<file path="src/rtl/cpu_debug_unit_if.sv">
// Debug-bus bundle between the JTAG TAP side (master) and the debug unit (slave).
interface cpu_debug_unit_if;
  logic        enable;
  logic        rd_wr;
  logic [31:0] address;
  logic [31:0] data_out;
  logic [31:0] data_in;

  modport master (
    output enable,
    output rd_wr,
    output address,
    output data_out,
    input  data_in
  );

  modport slave (
    input  enable,
    input  rd_wr,
    input  address,
    input  data_out,
    output data_in
  );
endinterface

</file>
<file path="src/rtl/cpu_debug_unit.sv">
// Debug controller: decodes debug-bus accesses into a small register file and
// drives the core halt line (halt / resume / single-step with counters).
module cpu_debug_unit #(
  parameter logic [31:0] DEBUG_ID     = 32'h0DB6_0001,
  parameter int unsigned NUM_SCRATCH  = 8,
  parameter bit          RESET_HALTED = 1'b0
) (
  input  logic                   clk,
  input  logic                   reset,
  cpu_debug_unit_if.slave        dbg,
  input  logic                   step,
  input  logic                   run,
  output logic                   halt
);
  localparam int unsigned DW      = 32;
  localparam int unsigned WORD_W  = 6;
  localparam int unsigned MAX_SCR = 8;

  typedef enum logic [1:0] {
    ST_RUN  = 2'd0,
    ST_HALT = 2'd1,
    ST_STEP = 2'd2
  } run_state_t;

  run_state_t        state;
  logic              enable_q;
  logic              step_q;
  logic              run_q;
  logic [DW-1:0]     data_in_q;
  logic [DW-1:0]     step_cnt;
  logic [DW-1:0]     halt_cyc;
  logic [DW-1:0]     scratch [MAX_SCR];

  logic              access_c;
  logic              in_range_c;
  logic              wr_c;
  logic              rd_c;
  logic [WORD_W-1:0] word_c;
  logic              ctrl_wr_c;
  logic              halt_req_c;
  logic              resume_c;
  logic              step_req_c;
  logic              scr_hit_c;
  logic [DW-1:0]     rdata_c;
  logic              unused_c;

  assign dbg.data_in = data_in_q;
  assign unused_c    = ^dbg.address[1:0];

  // Access decode and one-shot run-control events from rising edges.
  always_comb begin
    access_c   = dbg.enable & ~enable_q;
    in_range_c = (dbg.address[31:8] == 24'd0);
    word_c     = dbg.address[7:2];
    wr_c       = access_c & dbg.rd_wr & in_range_c;
    rd_c       = access_c & ~dbg.rd_wr;
    ctrl_wr_c  = wr_c & (word_c == 6'd0);
    halt_req_c = ctrl_wr_c & dbg.data_out[0];
    resume_c   = (run & ~run_q) | (ctrl_wr_c & dbg.data_out[1]);
    step_req_c = (step & ~step_q) | (ctrl_wr_c & dbg.data_out[2]);
    scr_hit_c  = (word_c[5:3] == 3'd1) && (32'(word_c[2:0]) < NUM_SCRATCH);
  end

  // Read mux; out-of-range and unmapped words read as zero.
  always_comb begin
    rdata_c = '0;
    if (in_range_c) begin
      case (word_c)
        6'd1:    rdata_c = {30'd0, (state == ST_STEP), halt};
        6'd2:    rdata_c = step_cnt;
        6'd3:    rdata_c = halt_cyc;
        6'd4:    rdata_c = DEBUG_ID;
        default: if (scr_hit_c) rdata_c = scratch[word_c[2:0]];
      endcase
    end
  end

  // Run-control FSM, counters, register writes and registered read data.
  always_ff @(posedge clk) begin
    if (!reset) begin
      state     <= RESET_HALTED ? ST_HALT : ST_RUN;
      halt      <= RESET_HALTED;
      enable_q  <= 1'b0;
      step_q    <= 1'b0;
      run_q     <= 1'b0;
      data_in_q <= '0;
      step_cnt  <= '0;
      halt_cyc  <= '0;
      for (int i = 0; i < int'(MAX_SCR); i++) scratch[i] <= '0;
    end else begin
      enable_q <= dbg.enable;
      step_q   <= step;
      run_q    <= run;

      if (rd_c) data_in_q <= rdata_c;

      if (halt && (halt_cyc != '1)) halt_cyc <= halt_cyc + DW'(1);

      // Priority: halt request > resume > step completion / step start.
      if (halt_req_c) begin
        state <= ST_HALT;
        halt  <= 1'b1;
      end else if (resume_c) begin
        state <= ST_RUN;
        halt  <= 1'b0;
      end else begin
        case (state)
          ST_STEP: begin
            state    <= ST_HALT;
            halt     <= 1'b1;
            step_cnt <= step_cnt + DW'(1);
          end
          ST_HALT: begin
            if (step_req_c) begin
              state <= ST_STEP;
              halt  <= 1'b0;
            end
          end
          default: ;
        endcase
      end

      // Bus writes land last so a clear wins over a same-cycle increment.
      if (wr_c) begin
        case (word_c)
          6'd2:    step_cnt <= '0;
          6'd3:    halt_cyc <= '0;
          default: if (scr_hit_c) scratch[word_c[2:0]] <= dbg.data_out;
        endcase
      end
    end
  end
endmodule

</file>
<file path="src/flat_wrapper.sv">
// flat-port wrapper written by rule: the top's interface ports become plain ports
module cpu_debug_unit_flat 
#(
  parameter logic [31:0] DEBUG_ID     = 32'h0DB6_0001,
  parameter int unsigned NUM_SCRATCH  = 8,
  parameter bit          RESET_HALTED = 1'b0
)
  (clk, reset, step, run, halt, dbg_enable, dbg_rd_wr, dbg_address, dbg_data_out, dbg_data_in);
  cpu_debug_unit_if dbg_i ();
  input  logic clk;
  input  logic reset;
  input  logic step;
  input  logic run;
  output logic halt;
  input wire logic [$bits(dbg_i.enable)-1:0] dbg_enable;
  input wire logic [$bits(dbg_i.rd_wr)-1:0] dbg_rd_wr;
  input wire logic [$bits(dbg_i.address)-1:0] dbg_address;
  input wire logic [$bits(dbg_i.data_out)-1:0] dbg_data_out;
  output wire logic [$bits(dbg_i.data_in)-1:0] dbg_data_in;
  assign dbg_i.enable = dbg_enable;
  assign dbg_i.rd_wr = dbg_rd_wr;
  assign dbg_i.address = dbg_address;
  assign dbg_i.data_out = dbg_data_out;
  assign dbg_data_in = dbg_i.data_in;
  cpu_debug_unit #(.DEBUG_ID(DEBUG_ID), .NUM_SCRATCH(NUM_SCRATCH), .RESET_HALTED(RESET_HALTED)) u_core (.clk(clk), .reset(reset), .dbg(dbg_i), .step(step), .run(run), .halt(halt));
endmodule
</file>
<file path="config.mk">
export PLATFORM = sky130hd
export DESIGN_NAME = cpu_debug_unit_flat
export DESIGN_NICKNAME = d
export VERILOG_FILES = /design/src/rtl/cpu_debug_unit_if.sv /design/src/rtl/cpu_debug_unit.sv /design/src/flat_wrapper.sv
export SDC_FILE = /design/constraint.sdc
export NUM_CORES = 1
export LEC_CHECK = 0
export CAP_MARGIN = 5
export CORE_ASPECT_RATIO = 1.5
export CORE_UTILIZATION = 55
export DETAILED_ROUTE_END_ITERATION = 12
export DONT_BUFFER_PORTS = 1
export PLACE_DENSITY = 0.7
export SLEW_MARGIN = 20
export SYNTH_ARGS = -nofsm -noshare
export SYNTH_HDL_FRONTEND = slang
export SYNTH_SLANG_ARGS = --single-unit
</file>
<file path="constraint.sdc">
create_clock -name clk -period 4.23 [get_ports clk]
set_input_delay 0.846 -clock clk [delete_from_list [all_inputs] [get_ports clk]]
set_output_delay 0.846 -clock clk [all_outputs]
set_load 0.01 [all_outputs]
</file>
==> impl_metrics.yaml <==
cells_and_area:
  antenna-diode-count: 0
  area_growth_pct: 8.83
  postLayoutCoreUtil_pct: 60.6
  number_of_nets_in_the_finished_design: 1382
  final-instance-count-excl-fill: 1733
  final_layout_size_suffix_gt1_share_pct: 15.6
logic_synthesis:
  synth_top_cells_by_area: "sky130_fd_sc_hd__edfxtp_1 (46%), sky130_fd_sc_hd__dfxtp_1 (12%), sky130_fd_sc_hd__and2_1 (9.9%)"
  asyncSetResetFlopFracSynth_pct: 0
  dominantRegCellSynth: "sky130_fd_sc_hd__edfxtp_1"
  synthesis.area_sq_mm: 0.0168
  yosysTopAreaCell: "sky130_fd_sc_hd__edfxtp_1"
  number_of_flops_mapped_to_enable_cells_by_yosys: 256
  proportion_of_synthesized_chip_area_in_sequential_cells_pct: 57.8
  synth.most_common_cell: "sky130_fd_sc_hd__and2_1"
  yosys_warnings: 0
  synth.ff_latch_count: 357
  synth_area_per_cell_sq_um: 12.7
  synth_top_cells_by_count: "sky130_fd_sc_hd__and2_1 (266), sky130_fd_sc_hd__edfxtp_1 (256), sky130_fd_sc_hd__dfxtp_1 (101)"
  ys_types: 60
  synth.net_count: 1401
  number_of_instances_in_the_synthesized_netlist: 1327
  netlist.area_leader.share_pct: 45.8
timing:
  slew_viol_final: 0
  finClkSkew_ns: 0.0232
  final_min_period_over_clock_period_pct: 66.5
  timing_worst_slew_pin_value_ns: 0.931
  min_period_ns: 2.81
  report.final.hold_viol_count: 0
  setup_tns_ns: 0
  grt_setup_unrepaired: "false"
  slew_headroom_pct: 37.9
  report.final.setup_viol: 0
  timing.fmax_mhz: 355
floorplan:
  die-height_um: 216
  core_area_sq_mm: 0.0302
  die_w_um: 145
  floorplan.io_pins: 103
  die-area_sq_mm: 0.0313
  initial_utilization_pct: 55.7
  rows: 78
global_route:
  grt_remaining_overflow: 0
  grt_antenna_before_repair: 0
  grt_pass1_wl_mm: 62.2
  grt.total_usage_pct: 26.9
  grt_pass1_vias: 10978
  grt_start_max_net_pins: 83
detailed_routing:
  drtIter0Drc: 885
  wl_mm: 40.1
  route.vias.total: 10823
  antenna_violating_nets_post_route: 0
  post_drt_wl_per_cell_um: 23.2
  post_dr_vias_cell: 6.25
  drcViolationCount: 0
  drt_pass1_iterations: 6
clocking:
  clock_latency_on_the_worst_skew_pair_ns: 0.54
  post-cts-setup-buffers: 0
  cts_max_level: 2
  clock-root-buffer: "sky130_fd_sc_hd__clkbuf_16"
  cts_tree: "done"
  numCtsBuffers: 35
  max-clock-path-buffers: 3
  cts-resized-gates: 0
  hold_buffer_count_at_cts: 0
  clk_transition_reported_paths_ns: 0.06
  tritoncts_num_sinks: 357
critical_path:
  worstSetupPathType: "primary input to register"
  arrival_ns: 2.98
  max_stage_delay_ns: 0.70
  critical_path.top_delay_family: "simple AND/OR/NAND/NOR gates"
  cp_num_buf_inv: 1
  slowest_stage: "sky130_fd_sc_hd__or4_4"
  worstPathRequired_ns: 4.40
  crit_fanout: 32
  crit_path_end_kind: "register"
  critPathLaunchType: "primary input"
  timing.critical_path.cells: "nor4_2, nand2_1, or4_4, nor4_4, nand2b_2, buf_4"
placement:
  place_congestion: 0.905
  dp_hpwl_mm: 24.7
  numPlacedInstances: 1671
  io_buffer_count: 0
run_status:
  run_status: "complete, no violations"
min_path:
  worstHoldPathType: "primary input to register"
power_and_ir_drop:
  power_leakage_nw: 6.30
  peakVddDrop_v: 0.000252
  power_density_mw_per_mm2: 389
job:
  maxCapViolCount: 0
flip-flops by register name, summed over array words and instances, names as in the netlist:
signal and count:
u_core.step_q 1, u_core.enable_q 1, u_core.run_q 1, u_core.state 2, u_core.halt_cyc 32, u_core.dbg.data_in 32
u_core.scratch 256, u_core.step_cnt 32
area by class of cell:
cell class	count	area [sq um]
Clock inverter	14	135
Fill cell	2355	11900
Clock buffer	48	967
Tap cell	400	500
Timing Repair Buffer	29	255
Multi-Input combinational cell	876	6680
Sequential cell	357	9710
Inverter	9	33.8
cells in the final DEF, fill, tap and decap left out, types with 3 or more instances in the layout:
cell                        netlist  routed
sky130_fd_sc_hd__nand3_1         21      21
sky130_fd_sc_hd__inv_1            9       9
sky130_fd_sc_hd__clkbuf_16        0      36
sky130_fd_sc_hd__or3_1           13      13
sky130_fd_sc_hd__nand2_1         79      79
sky130_fd_sc_hd__and2_1         266     266
sky130_fd_sc_hd__o31ai_1         26      26
sky130_fd_sc_hd__buf_12           0       3
sky130_fd_sc_hd__a21oi_1         53      53
sky130_fd_sc_hd__or4_1           32      32
sky130_fd_sc_hd__edfxtp_1       256     256
sky130_fd_sc_hd__and4_1           8       8
sky130_fd_sc_hd__nor4_1          12      12
sky130_fd_sc_hd__xor2_1           7       7
sky130_fd_sc_hd__a21oi_2          3       3
sky130_fd_sc_hd__clkinv_1         0       5
sky130_fd_sc_hd__nor4_4           3       3
sky130_fd_sc_hd__nand4_1         21      21
sky130_fd_sc_hd__ha_1             4       4
sky130_fd_sc_hd__nor3_1          10      10
sky130_fd_sc_hd__nand2b_1        11       3
sky130_fd_sc_hd__nor4_2           6       6
sky130_fd_sc_hd__a211oi_1         6       6
sky130_fd_sc_hd__and3_1          12      12
sky130_fd_sc_hd__nor2_1          52      52
sky130_fd_sc_hd__o21ai_1          3       3
sky130_fd_sc_hd__dfxtp_1        101     101
sky130_fd_sc_hd__o21ai_0         52      52
sky130_fd_sc_hd__clkinv_2         0       3
sky130_fd_sc_hd__o211ai_1         4       4
sky130_fd_sc_hd__a222oi_1        23      23
sky130_fd_sc_hd__clkbuf_1        48       9
sky130_fd_sc_hd__xnor2_1         18      18
sky130_fd_sc_hd__mux2_2          34      34
sky130_fd_sc_hd__mux4_2          64      64
sky130_fd_sc_hd__buf_4            3      26
sky130_fd_sc_hd__nand2b_2         0       8
routing by layer:
layer	track usage, %	up-vias	part of all wire, %
met5	0	-	0
met4	12.8	0	4.5
met3	4.57	111	6.3
met2	46.2	398	51
met1	32.3	5370	38
li1	-	4944	-
final timing paths:
check,start,endpoint,slack [ns],cells after the start
hold reg to reg,u_core.step_cnt[31],u_core.step_cnt[31],0.48,2
setup reg to reg,u_core.state[0],u_core.step_cnt[26],1.62,6
hold / removal,step,u_core.step_q,0.44,1
setup / recovery,dbg_address[26],u_core.scratch[3][2],1.42,6
worst reg2reg max path, stage by stage (launching register included):
cell	delay, ns
sky130_fd_sc_hd__dfxtp_1	0.44
sky130_fd_sc_hd__inv_1	0.22
sky130_fd_sc_hd__ha_1	0.27
sky130_fd_sc_hd__nand3_1	0.23
sky130_fd_sc_hd__or2_1	0.53
sky130_fd_sc_hd__or4b_2	0.70
sky130_fd_sc_hd__a21oi_1	0.15
cells by family after synthesis:
group | Yosys count | share of synthesized area (%)
AND/OR/NAND/NOR | 566 | 20.1
buffers and inverters | 94 | 2.68
multiplexers | 100 | 11.0
XOR/XNOR | 25 | 1.30
flip-flops | 357 | 57.8
adder cells (fa/ha/maj) | 4 | 0.298
AO/OA/AOI/OAI | 181 | 6.87
power breakdown:
group | internal [mW] | leakage (nW) | switching (mW)
Sequential | 3.80 | 3.56 | 0.0161
Clock | 1.73 | 0.536 | 1.30
Combinational | 0.121 | 2.20 | 0.146
through the flow:
stage | hold slack (ns) | setup slack [ns] | power [mW] | cell area [sq um]
5_1_grt | 0.438 | 1.30 | 7.30 | 18300
4_1_cts | 0.430 | 1.41 | 7.16 | 18300
2_1_floorplan | 0.451 | 0.620 | 4.10 | 16800
3_3_place_gp | 0.465 | 0.903 | 4.15 | 17200
3_5_place_dp | 0.472 | 0.878 | 4.15 | 17200
6_report | 0.444 | 1.42 | 7.11 | 18300
Power figures use the tool's default switching activity.
